==> src/rtl/bitmap_anim_sprite.sv <==
`default_nettype none
// ============================================================================
//  Module   : bitmap_anim_sprite
//  Purpose  : Animated bitmap sprite. It turns sprite-local offsets into a
//             registered pixel colour and a drawing request. It steps through
//             NUM_FRAMES ROM frames on startOfFrame ticks. The stepping is
//             driven by an idle/loop/one-shot/done controller.
//  Revision : 1.0 - initial release
// ============================================================================
module bitmap_anim_sprite #(
   parameter int         OBJECT_WIDTH_X  = 11,
   parameter int         OBJECT_HEIGHT_Y = 48,
   parameter int         NUM_FRAMES      = 4,
   parameter int         FRAME_HOLD      = 5,
   parameter logic [7:0] TRANSPARENT     = 8'hFF,
   localparam int        FRAME_W         = (NUM_FRAMES > 1) ? $clog2(NUM_FRAMES) : 1
) (
   input  logic               clk,
   input  logic               resetN,
   input  logic [10:0]        offsetX,
   input  logic [10:0]        offsetY,
   input  logic               InsideRectangle,
   input  logic               startOfFrame,
   input  logic               play,
   input  logic               oneShot,
   input  logic               stop,
   output logic [7:0]         RGBout,
   output logic               drawingRequest,
   output logic [FRAME_W-1:0] frameIdx,
   output logic               animDone
);

   localparam int                 c_HOLD_W     = (FRAME_HOLD > 1) ? $clog2(FRAME_HOLD) : 1;
   localparam logic [c_HOLD_W-1:0] c_LAST_HOLD  = c_HOLD_W'(FRAME_HOLD - 1);
   localparam logic [FRAME_W-1:0]  c_LAST_FRAME = FRAME_W'(NUM_FRAMES - 1);

   localparam logic [1:0] c_IDLE = 2'd0;
   localparam logic [1:0] c_LOOP = 2'd1;
   localparam logic [1:0] c_ONCE = 2'd2;
   localparam logic [1:0] c_DONE = 2'd3;

   logic [1:0]          r_state, w_state_nxt;
   logic [FRAME_W-1:0]  r_frame, w_frame_nxt;
   logic [c_HOLD_W-1:0] r_hold,  w_hold_nxt;
   logic                r_done,  w_done_nxt;
   logic [7:0]          r_rgb;
   logic                r_draw;
   logic                w_hold_end;
   logic                w_in_range;
   logic [7:0]          w_pix;

   // Frame bitmap ROM. The image is a generated colour ramp per frame with a
   // diagonal lattice of transparent pixels. Pixel (0,0) of frame 0 is 8'h1C.
   function automatic logic [7:0] rom_pix(input logic [FRAME_W-1:0] f,
                                          input logic [10:0]        y,
                                          input logic [10:0]        x);
      logic [10:0] w_sel;
      logic [10:0] w_sum;
      w_sel = x ^ y ^ 11'(f);
      w_sum = 11'd28 + (11'(f) << 5) + (y * 11'd3) + x;
      return (w_sel[1:0] == 2'b11) ? TRANSPARENT : w_sum[7:0];
   endfunction

   assign w_hold_end = (r_hold == c_LAST_HOLD);
   assign w_in_range = InsideRectangle
                    && (offsetX < 11'(OBJECT_WIDTH_X))
                    && (offsetY < 11'(OBJECT_HEIGHT_Y));
   assign w_pix      = rom_pix(r_frame, offsetY, offsetX);

   // Animation controller: commands take precedence over the frame tick
   always_comb begin
      w_state_nxt = r_state;
      w_frame_nxt = r_frame;
      w_hold_nxt  = r_hold;
      w_done_nxt  = 1'b0;
      if (stop) begin
         w_state_nxt = c_IDLE;
         w_frame_nxt = '0;
         w_hold_nxt  = '0;
      end else begin
         case (r_state)
            c_IDLE, c_DONE: begin
               if (oneShot) begin
                  w_state_nxt = c_ONCE;
                  w_frame_nxt = '0;
                  w_hold_nxt  = '0;
               end else if (play) begin
                  w_state_nxt = c_LOOP;
                  w_frame_nxt = '0;
                  w_hold_nxt  = '0;
               end
            end
            c_LOOP: begin
               if (oneShot) begin
                  w_state_nxt = c_ONCE;
               end else if (startOfFrame) begin
                  if (w_hold_end) begin
                     w_hold_nxt  = '0;
                     w_frame_nxt = (r_frame == c_LAST_FRAME) ? '0
                                                             : r_frame + FRAME_W'(1);
                  end else begin
                     w_hold_nxt  = r_hold + c_HOLD_W'(1);
                  end
               end
            end
            c_ONCE: begin
               if (play && !oneShot) begin
                  w_state_nxt = c_LOOP;
               end else if (startOfFrame) begin
                  if (w_hold_end) begin
                     w_hold_nxt = '0;
                     if (r_frame == c_LAST_FRAME) begin
                        w_state_nxt = c_DONE;
                        w_done_nxt  = 1'b1;
                     end else begin
                        w_frame_nxt = r_frame + FRAME_W'(1);
                     end
                  end else begin
                     w_hold_nxt = r_hold + c_HOLD_W'(1);
                  end
               end
            end
            default: begin
               w_state_nxt = c_IDLE;
               w_frame_nxt = '0;
               w_hold_nxt  = '0;
            end
         endcase
      end
   end

   // Controller state register; an async reset aborts any animation
   always_ff @(posedge clk or negedge resetN) begin
      if (!resetN) begin
         r_state <= c_IDLE;
         r_frame <= '0;
         r_hold  <= '0;
         r_done  <= 1'b0;
      end else begin
         r_state <= w_state_nxt;
         r_frame <= w_frame_nxt;
         r_hold  <= w_hold_nxt;
         r_done  <= w_done_nxt;
      end
   end

   // Pixel output register: one-clock latency from offsets to colour and request
   always_ff @(posedge clk or negedge resetN) begin
      if (!resetN) begin
         r_rgb  <= TRANSPARENT;
         r_draw <= 1'b0;
      end else begin
         r_rgb  <= w_in_range ? w_pix : TRANSPARENT;
         r_draw <= w_in_range && (w_pix != TRANSPARENT);
      end
   end

   assign RGBout         = r_rgb;
   assign drawingRequest = r_draw;
   assign frameIdx       = r_frame;
   assign animDone       = r_done;

endmodule
`default_nettype wire

==> config.mk <==
export PLATFORM = sky130hd
export DESIGN_NAME = bitmap_anim_sprite
export DESIGN_NICKNAME = d
export VERILOG_FILES = /design/src/rtl/bitmap_anim_sprite.sv
export SDC_FILE = /design/constraint.sdc
export NUM_CORES = 1
export LEC_CHECK = 0
export BUFFER_PORTS_ARGS = -buffer_cell sky130_fd_sc_hd__buf_2
export CAP_MARGIN = 20
export CORE_MARGIN = 5
export CORE_UTILIZATION = 55
export CTS_CLUSTER_SIZE = 20
export DETAILED_ROUTE_END_ITERATION = 12
export PLACE_DENSITY = 0.88
export REMOVE_ABC_BUFFERS = 1
export SLEW_MARGIN = 20
export SYNTH_ARGS = -nofsm -noshare
export SYNTH_HDL_FRONTEND = slang
export SYNTH_SLANG_ARGS = --single-unit
==> constraint.sdc <==
create_clock -name clk -period 4.3 [get_ports clk]
set_input_delay 0.43 -clock clk [delete_from_list [all_inputs] [get_ports clk]]
set_output_delay 0.43 -clock clk [all_outputs]
set_load 0.02 [all_outputs]
Yosys cells after proc, flatten, opt, wreduce, memory -nomap -nowiden:

Index checks and enable logic that the tools add are counted.

* register bits after elaboration: 17
* latch bits: 0
* bits in writable memories: 0
* ROM bits: 0
* output and inout bits: 12
* word-level logic and storage cells: 82
* memories: 0

* add/subtract/negate cells: 5
* multipliers: 1
* divide/modulo/power cells: 0
* magnitude comparators: 2
* equal/unequal tests: 19
* shifts and indexed selects: 0
* multiplexer cells: 37
* bitwise logic cells: 2
* reduce and logical (&&, ||, !) cells: 10

Operators by type and width (number)
* 2-bit two-way mux: 19
* 3-bit != test (second input constant): 8
* 3-bit two-way mux: 7
* 8-bit adder: 2
* 8-bit two-way mux: 2
* 4-bit != test (second input constant): 4
* 2-bit one-hot mux with 3 select lines: 2
* 11-bit by 4-bit < comparator with 1-bit output (second input constant): 1
* 11-bit by 6-bit < comparator with 1-bit output (second input constant): 1
* 11-bit by 2-bit multiplier with 8-bit output (second input constant): 1
* 3-bit one-hot mux with 3 select lines: 1
* 5-bit by 7-bit adder with 8-bit output (first input constant): 1
* 2-bit equality test (second input constant): 4
* 8-bit != test (second input constant): 1
* 8-bit AND reduction: 1
* 1-bit two-way mux: 6
* 5-bit AND reduction: 1
* 1-bit logical AND: 4
* 2-bit bitwise XOR: 2
* 3-bit by 1-bit adder with 3-bit output (second input constant): 1
* 3-bit equality test (second input constant): 1
* 3-bit AND reduction: 1
* 2-bit by 1-bit adder with 2-bit output (second input constant): 1
* 2-bit by 1-bit equality test with 1-bit output (second input constant): 1
* other kinds (3): 3

Longest topological paths before layout:

Gate-level depths: netlist of the first run.

* depth after elaboration: 7
* gate-level depth with buffers: 12

Least setup slack after synthesis of the first run:

No wires, ideal clock.

* kind: input -> register
* start point: in offsetX[1]
* end point: reg r_draw (netlist: drawingRequest)
* setup time: 0.124 ns
* arrival time: 2.677 ns
* setup slack: 1.499 ns
* stages on the path: 8
* cells stage by stage: fa_1 fa_1 ha_1 inv_1 fa_1 nand4b_1 or3_1 o31a_1

* word-level cells in the longest chain between the ends: 6

Ends and longest elaborated chain
* start, declared: RTL line 20 `input logic [10:0] offsetX,`
* branches (longest 5 deep; another with 8-bit adder)
* 1-bit logical AND *: RTL line 154 `r_draw <= w_in_range && (w_pix != TRANSPARENT);`
* end signal, assigned: RTL line 154
* end, declared: RTL line 47 `logic r_draw;`

Every way passes the cells marked *.
A chain may end at the register's enable or synchronous reset.

Final worst setup path of the first run:

Same ends and word-level chain as after synthesis.

==> key figures, run 1 <==
Route
  – DRT Wirelength: 2859 um
  – Remaining DRCs: 0
  – ANT nets after route: 0
  – Iter 0 DRT Violations: 24
  – Vias per Instance: 5.489
  – Wire per inst: 12.94 um
  – First-pass DRT Iterations: 4
  – Via count: 1213

Clocking
  – Post-CTS Setup Inserts: 0
  – CTS tree: yes
  – Clock Pin Slew Worst Setup and Hold Paths: 110 ps
  – Clk sinks: 17
  – Hold buffer count at cts: 0
  – CTS Buf Count: 3
  – Clock Latency Late Sink: 300 ps
  – H-Tree Depth: 1
  – Resized Gates After CTS: 0
  – CTS Buffer Depth: 2
  – Root Driver: clkbuf_4

Logic synthesis
  – Register area share after synthesis: 0.3063
  – Synth unique cells: 33
  – Post-synthesis average cell area: 9.669 sq um
  – Seq cells post-synth: 17
  – Yosys warnings: 0
  – Syn Inst Count: 147
  – Netlist Area Pre-Place: 1421 sq um

STA
  – Setup ws final: 1521 ps
  – Final TNS setup: 0 ps
  – Maximum clock rate: 0.3599 GHz
  – Setup Viol. Count Final: 0
  – Final Skew: 9.377 ps
  – Worst-Margin Slew: 504.9 ps
  – Final Max Tran Viols: 0
  – Final worst-path cycle share: 0.6463
  – Clock period minus worst slack: 2779 ps
  – Final hold violations: 0
  – Slew headroom: 0.6622
  – Unrepaired setup endpoints after global routing: false

Global routing
  – Vias in the first global route: 1196
  – All-Layer GR Usage: 0.1767
  – Global route overflow: 0
  – Pin count of the biggest net entering global routing: 18
  – Initial antenna violation count: 0
  – First-pass GRT wire length: 4940 um

Worst setup path
  – Setup crit end kind: register
  – Worst-path fanout max: 3
  – Worst path required time: 4480 ps
  – Worst EP arrival: 2960 ps
  – Critical path start-end classification: in -> reg
  – Startpoint types: input port

Placement
  – Dpl cells: 217
  – I/O Buffers: 40
  – Dpl ws: 1232 ps
  – RD Place Congestion: 0.8591
  – Hpwl dp: 2504 um

Pwr
  – P per Cell Area: 354.3 nW/um^2
  – Static leakage: 0.8418 nW
  – Worst vdd rail ir drop: 0.0002510 V

Finish
  – FILL cells: 202
  – Layout cells sized above 1: 0.2827
  – Reg area: 435.4 sq um
  – Multi-input gate area: 873.3 sq um
  – Nets@finish: 246
  – Area Overhead vs Synth: 18.66%
  – Fin cells: 221
  – # diodes: 0

Floorplanning
  – Die ar.: 3701 sq um
  – Die Y: 60.84 um
  – Die width: 60.84 um
  – Io pins: 41
  – Initial Utilization: 0.5737
  – Num rows: 18
  – Core area: 2477 sq um

Run status
  – Run status: completed

Flow run
  – Max_cap viols: 0

Worst hold path
  – Worst hold path type: in -> async
[registers in the layout (all words and copies together), names as in the netlist]
register and cells:
frameIdx 2, drawingRequest 1, r_hold 3, RGBout 8
r_state 2, animDone 1
[Yosys cell counts, drive strengths merged]
| master | number | area (sq um) |
|---|---|---|
| inv | 30 | 112.6 |
| ha | 16 | 200.2 |
| a21oi | 10 | 50.05 |
| dfrtp | 9 | 225.2 |
| fa | 9 | 180.2 |
| nand2 | 9 | 33.78 |
| dfstp | 8 | 210.2 |
| o21ai | 6 | 30.03 |
| xnor2 | 6 | 52.55 |
| xor2 | 5 | 43.79 |
| a211oi | 3 | 22.52 |
| a31o | 3 | 26.28 |
| mux2i | 3 | 30.03 |
| nand2b | 3 | 18.77 |
| nor2 | 3 | 11.26 |
| a21o | 2 | 15.01 |
| and3 | 2 | 17.52 |
| nand3 | 2 | 10.01 |
| nand4 | 2 | 12.51 |
| nor4 | 2 | 12.51 |
| o21bai | 2 | 15.01 |
| or3 | 2 | 12.51 |
| a211o | 1 | 8.760 |
| a221oi | 1 | 8.760 |
| a31oi | 1 | 6.260 |
| and2b | 1 | 7.510 |
| mux2 | 1 | 11.26 |
| nand3b | 1 | 7.510 |
| nand4b | 1 | 8.760 |
| nor3 | 1 | 5.000 |
| o22ai | 1 | 6.260 |
| o31a | 1 | 8.760 |
[final timing paths]
| kind | endpoint | from | slack (ps) | depth (start not counted) |
|---|---|---|---|---|
| worst max register to register | drawingRequest | frameIdx[0] | 1880 | 7 |
| worst min-delay path | r_hold[0] | resetN | 20 | 1 |
| worst min register to register | r_state[1] | r_state[1] | 580 | 1 |
| min in group clk | animDone | stop | 380 | 2 |
| max in group asynchronous | RGBout[2] | resetN | 3970 | 1 |
| worst max-delay path | drawingRequest | offsetX[1] | 1520 | 9 |
[cell usage in the layout (no fill, tap or decap), types with 2 or more instances in the layout]
master	instances
or3_1	2
a21o_1	2
nand2b_1	3
nand4_1	2
inv_1	30
xnor2_1	6
nor2_1	3
a211oi_1	3
nand2_1	9
dfstp_2	8
a31o_1	3
dfrtp_1	9
clkbuf_4	3
mux2i_1	3
o21bai_1	2
ha_1	16
a21oi_1	10
nor4_1	2
fa_1	9
xor2_1	5
nand3_1	2
o21ai_0	6
buf_2	40
[final cells by class]
| type | instances | share of cell area |
|---|---|---|
| Sequential cell | 17 | 0.2582 |
| Inverter | 30 | 0.06677 |
| Tap cell | 30 | 0.02226 |
| Multi-Input combinational cell | 100 | 0.5178 |
| Clock inverter | 1 | 0.002967 |
| Clock buffer | 3 | 0.01335 |
| Timing Repair Buffer | 40 | 0.1187 |
[cells by family after synthesis]
family / synth area share
compound gates: 0.1391
mux: 0.02905
buf+inv: 0.07923
fa+ha+maj: 0.2676
simple gates: 0.1109
flops: 0.3063
xor+xnor: 0.06778
[metal layers]
layer	vias to the layer above	global-route usage	part of all wire
li1	581	-	-
met1	573	0.2064	0.39
met2	55	0.3176	0.53
met3	4	0.03617	0.073
met4	0	0.06502	0.013
met5	-	0	0
[power by group]
part / internal [mW] / switching, mW / total [mW]
Clock: 0.0347 / 0.0528 / 0.0874
Combinational: 0.141 / 0.182 / 0.324
Sequential: 0.174 / 0.0124 / 0.187
[worst max-delay path: stages]
cell      delay, ps
buf_2           130
fa_1            430
fa_1            490
ha_1            200
inv_1            70
fa_1            450
nand4b_1        190
or3_1           330
o31a_1          250
[metrics by stage]
step,utilization,power [mW],instance area (sq um),hold slack [ps]
3_5_place_dp,0.6697,0.5075,1659,358.6
3_3_place_gp,0.6697,0.4884,1659,348.8
2_1_floorplan,-,0.4289,1421,134.4
6_report,0.6808,0.5976,1687,16.94
5_1_grt,0.6808,0.6515,1687,50.90
4_1_cts,0.6808,0.5941,1687,32.12
Note: power is estimated with default switching activity, not from simulation.
==> run 2, diff against run 1 <==
--- a/config.mk
+++ b/config.mk
@@ -8,10 +8,10 @@
 export BUFFER_PORTS_ARGS = -buffer_cell sky130_fd_sc_hd__buf_2
 export CAP_MARGIN = 20
 export CORE_MARGIN = 5
-export CORE_UTILIZATION = 55
+export CORE_UTILIZATION = 52
 export CTS_CLUSTER_SIZE = 20
 export DETAILED_ROUTE_END_ITERATION = 12
-export PLACE_DENSITY = 0.88
+export PLACE_DENSITY = 0.84
 export REMOVE_ABC_BUFFERS = 1
 export SLEW_MARGIN = 20
 export SYNTH_ARGS = -nofsm -noshare
==> constraint.sdc (replaced) <==
create_clock -name clk -period 2.78 [get_ports clk]
set_input_delay 0.278 -clock clk [delete_from_list [all_inputs] [get_ports clk]]
set_output_delay 0.278 -clock clk [all_outputs]
set_load 0.02 [all_outputs]
==> run 2 against run 1 <==
  * Routed wire length is 14% higher
  * Final cell count is 2.3% higher
  * Total power is 58% higher
  * Setup slack worse by 1300 ps
  * Register-to-register slack worse by 1500 ps
  * Sequential power is 54% higher
  * Critical endpoint unchanged
  * Highest routed layer unchanged
==> key figures, run 2 (same netlist as run 1, synthesis figures left out) <==
Run status
  – Run status: completed

Worst setup path
  – Worst path required time: 2960 ps
  – CP Cell Sequence: buf_2 > fa_1 > fa_1 > ha_1 > inv_1 > fa_1 > nand4b_1 > or3_1 > o31a_1
  – Max incr delay on CP: 500 ps
  – Critical-path top delay cell: fa_1
  – Critical path start-end classification: in -> reg
  – Worst-path fanout max: 2
  – Startpoint types: input port
  – Most used cell, CP: fa_1
  – Setup crit end kind: register
  – Worst EP arrival: 2780 ps

STA
  – Clock period minus worst slack: 2607 ps
  – Final Max Tran Viols: 0
  – Hold Worst Slack: 224.4 ps
  – Unrepaired setup endpoints after global routing: false
  – Final worst-path cycle share: 0.9378
  – Final Skew: 12.95 ps
  – Worst-Margin Slew: 522.5 ps
  – Final hold violations: 0
  – Final TNS setup: 0 ps
  – Maximum clock rate: 0.3836 GHz
  – Slew headroom: 0.6503
  – Setup Viol. Count Final: 0

Finish
  – Number of flip-flops in the largest register: 8
  – Area Overhead vs Synth: 20.95%
  – Most frequent cells in the layout: buf_2, inv_1, ha_1, a21oi_1
  – # diodes: 0
  – Layout cells sized above 1: 0.2872
  – Most common cell after layout, fill and taps aside: buf_2
  – Nets@finish: 250
  – Fin util: 0.6400
  – Fin cells: 226

Pwr
  – Static leakage: 0.8582 nW
  – Total design power: 944.5 uW
  – P per Cell Area: 549.4 nW/um^2
  – Worst vdd rail ir drop: 0.0003598 V

Route
  – Remaining DRCs: 0
  – DRT Wirelength: 3249 um
  – Vias per Instance: 5.456
  – ANT nets after route: 0
  – Wire per inst: 14.38 um
  – Via count: 1233
  – Iter 0 DRT Violations: 64
  – First-pass DRT Iterations: 4

Clocking
  – Resized Gates After CTS: 0
  – H-Tree Depth: 1
  – Clock Pin Slew Worst Setup and Hold Paths: 100 ps
  – Clock Latency Late Sink: 300 ps
  – Root Driver: clkbuf_4
  – Clk sinks: 17
  – CTS Buffer Depth: 2
  – CTS tree: yes
  – CTS Buf Count: 3

Global routing
  – First-pass GRT wire length: 5623 um
  – All-Layer GR Usage: 0.1748
  – Initial antenna violation count: 0
  – Pin count of the biggest net entering global routing: 18
  – Vias in the first global route: 1340
  – Global route overflow: 0

Placement
  – I/O Buffers: 40
  – RD Place Congestion: 0.9063
  – Dpl cells: 221
  – Hpwl dp: 2762 um

Floorplanning
  – Io pins: 41
  – Die Y: 62.28 um
  – Die ar.: 3879 sq um
  – Die width: 62.28 um
  – Core area: 2686 sq um
  – Num rows: 19
  – Initial Utilization: 0.5291

Flow run
  – Max_cap viols: 0

Worst hold path
  – Worst hold path type: in -> reg
[run 2: changes by cell type in the layout (fill, tap and decap cells not counted)]
cell           previous run  this run
buf_4                     0         3
clkinv_2                  1         0
clkbuf_1                  0         1
dlygate4sd3_1             0         1
[run 2: layout make-up]
| type | count | area [sq um] |
|---|---|---|
| fill | 218 | 967.2 |
| multi-input combinational | 100 | 873.3 |
| sequential | 17 | 435.4 |
| timing repair buffer | 44 | 232.7 |
| inverter | 30 | 112.6 |
| tap | 31 | 38.79 |
| clock buffer | 4 | 26.28 |
[run 2: where the power goes]
group / switching [mW] / leakage (nW) / internal [mW]
sequential: 0.0185 / 0.207 / 0.269
clock: 0.0778 / 0.0150 / 0.0559
combinational: 0.295 / 0.636 / 0.228
[run 2: layer usage]
layer	up-vias	track usage	wire length, um
li1	589	-	-
met1	587	0.1775	1214
met2	51	0.3342	1764
met3	6	0.03604	209
met4	0	0.07958	61
met5	-	0	0
[run 2: path summary, 6_finish.rpt]
check / cells after the start / from / to / slack, ps
setup / recovery: 9 / offsetX[1] / drawingRequest / 170
hold reg to reg: 1 / r_state[1] / r_state[1] / 560
hold / removal: 2 / stop / animDone / 220
max in group asynchronous: 2 / resetN / RGBout[7] / 2030
setup reg to reg: 9 / frameIdx[0] / drawingRequest / 360
min in group asynchronous: 2 / resetN / r_state[1] / 420
[run 2: what timing repair did]
action	4_1_cts	5_1_grt
hold buffers	1	0
setup buffers	0	0
endpoints found under the hold margin	9	0
[run 2: per-stage QoR]
step	worst slack, ps	area, sq um
2_1_floorplan	130.9	1421
3_3_place_gp	-3.530	1683
3_5_place_dp	-138.1	1683
4_1_cts	181.7	1719
5_1_grt	114.5	1719
6_report	172.8	1719
[run 2: critical path, delay by kind of cell]
kind	cells	cell delay (ps)
adder cells (fa/ha/maj)	4	1560
AO/OA/AOI/OAI	1	250
AND/OR/NAND/NOR	2	500
buffers and inverters	2	180
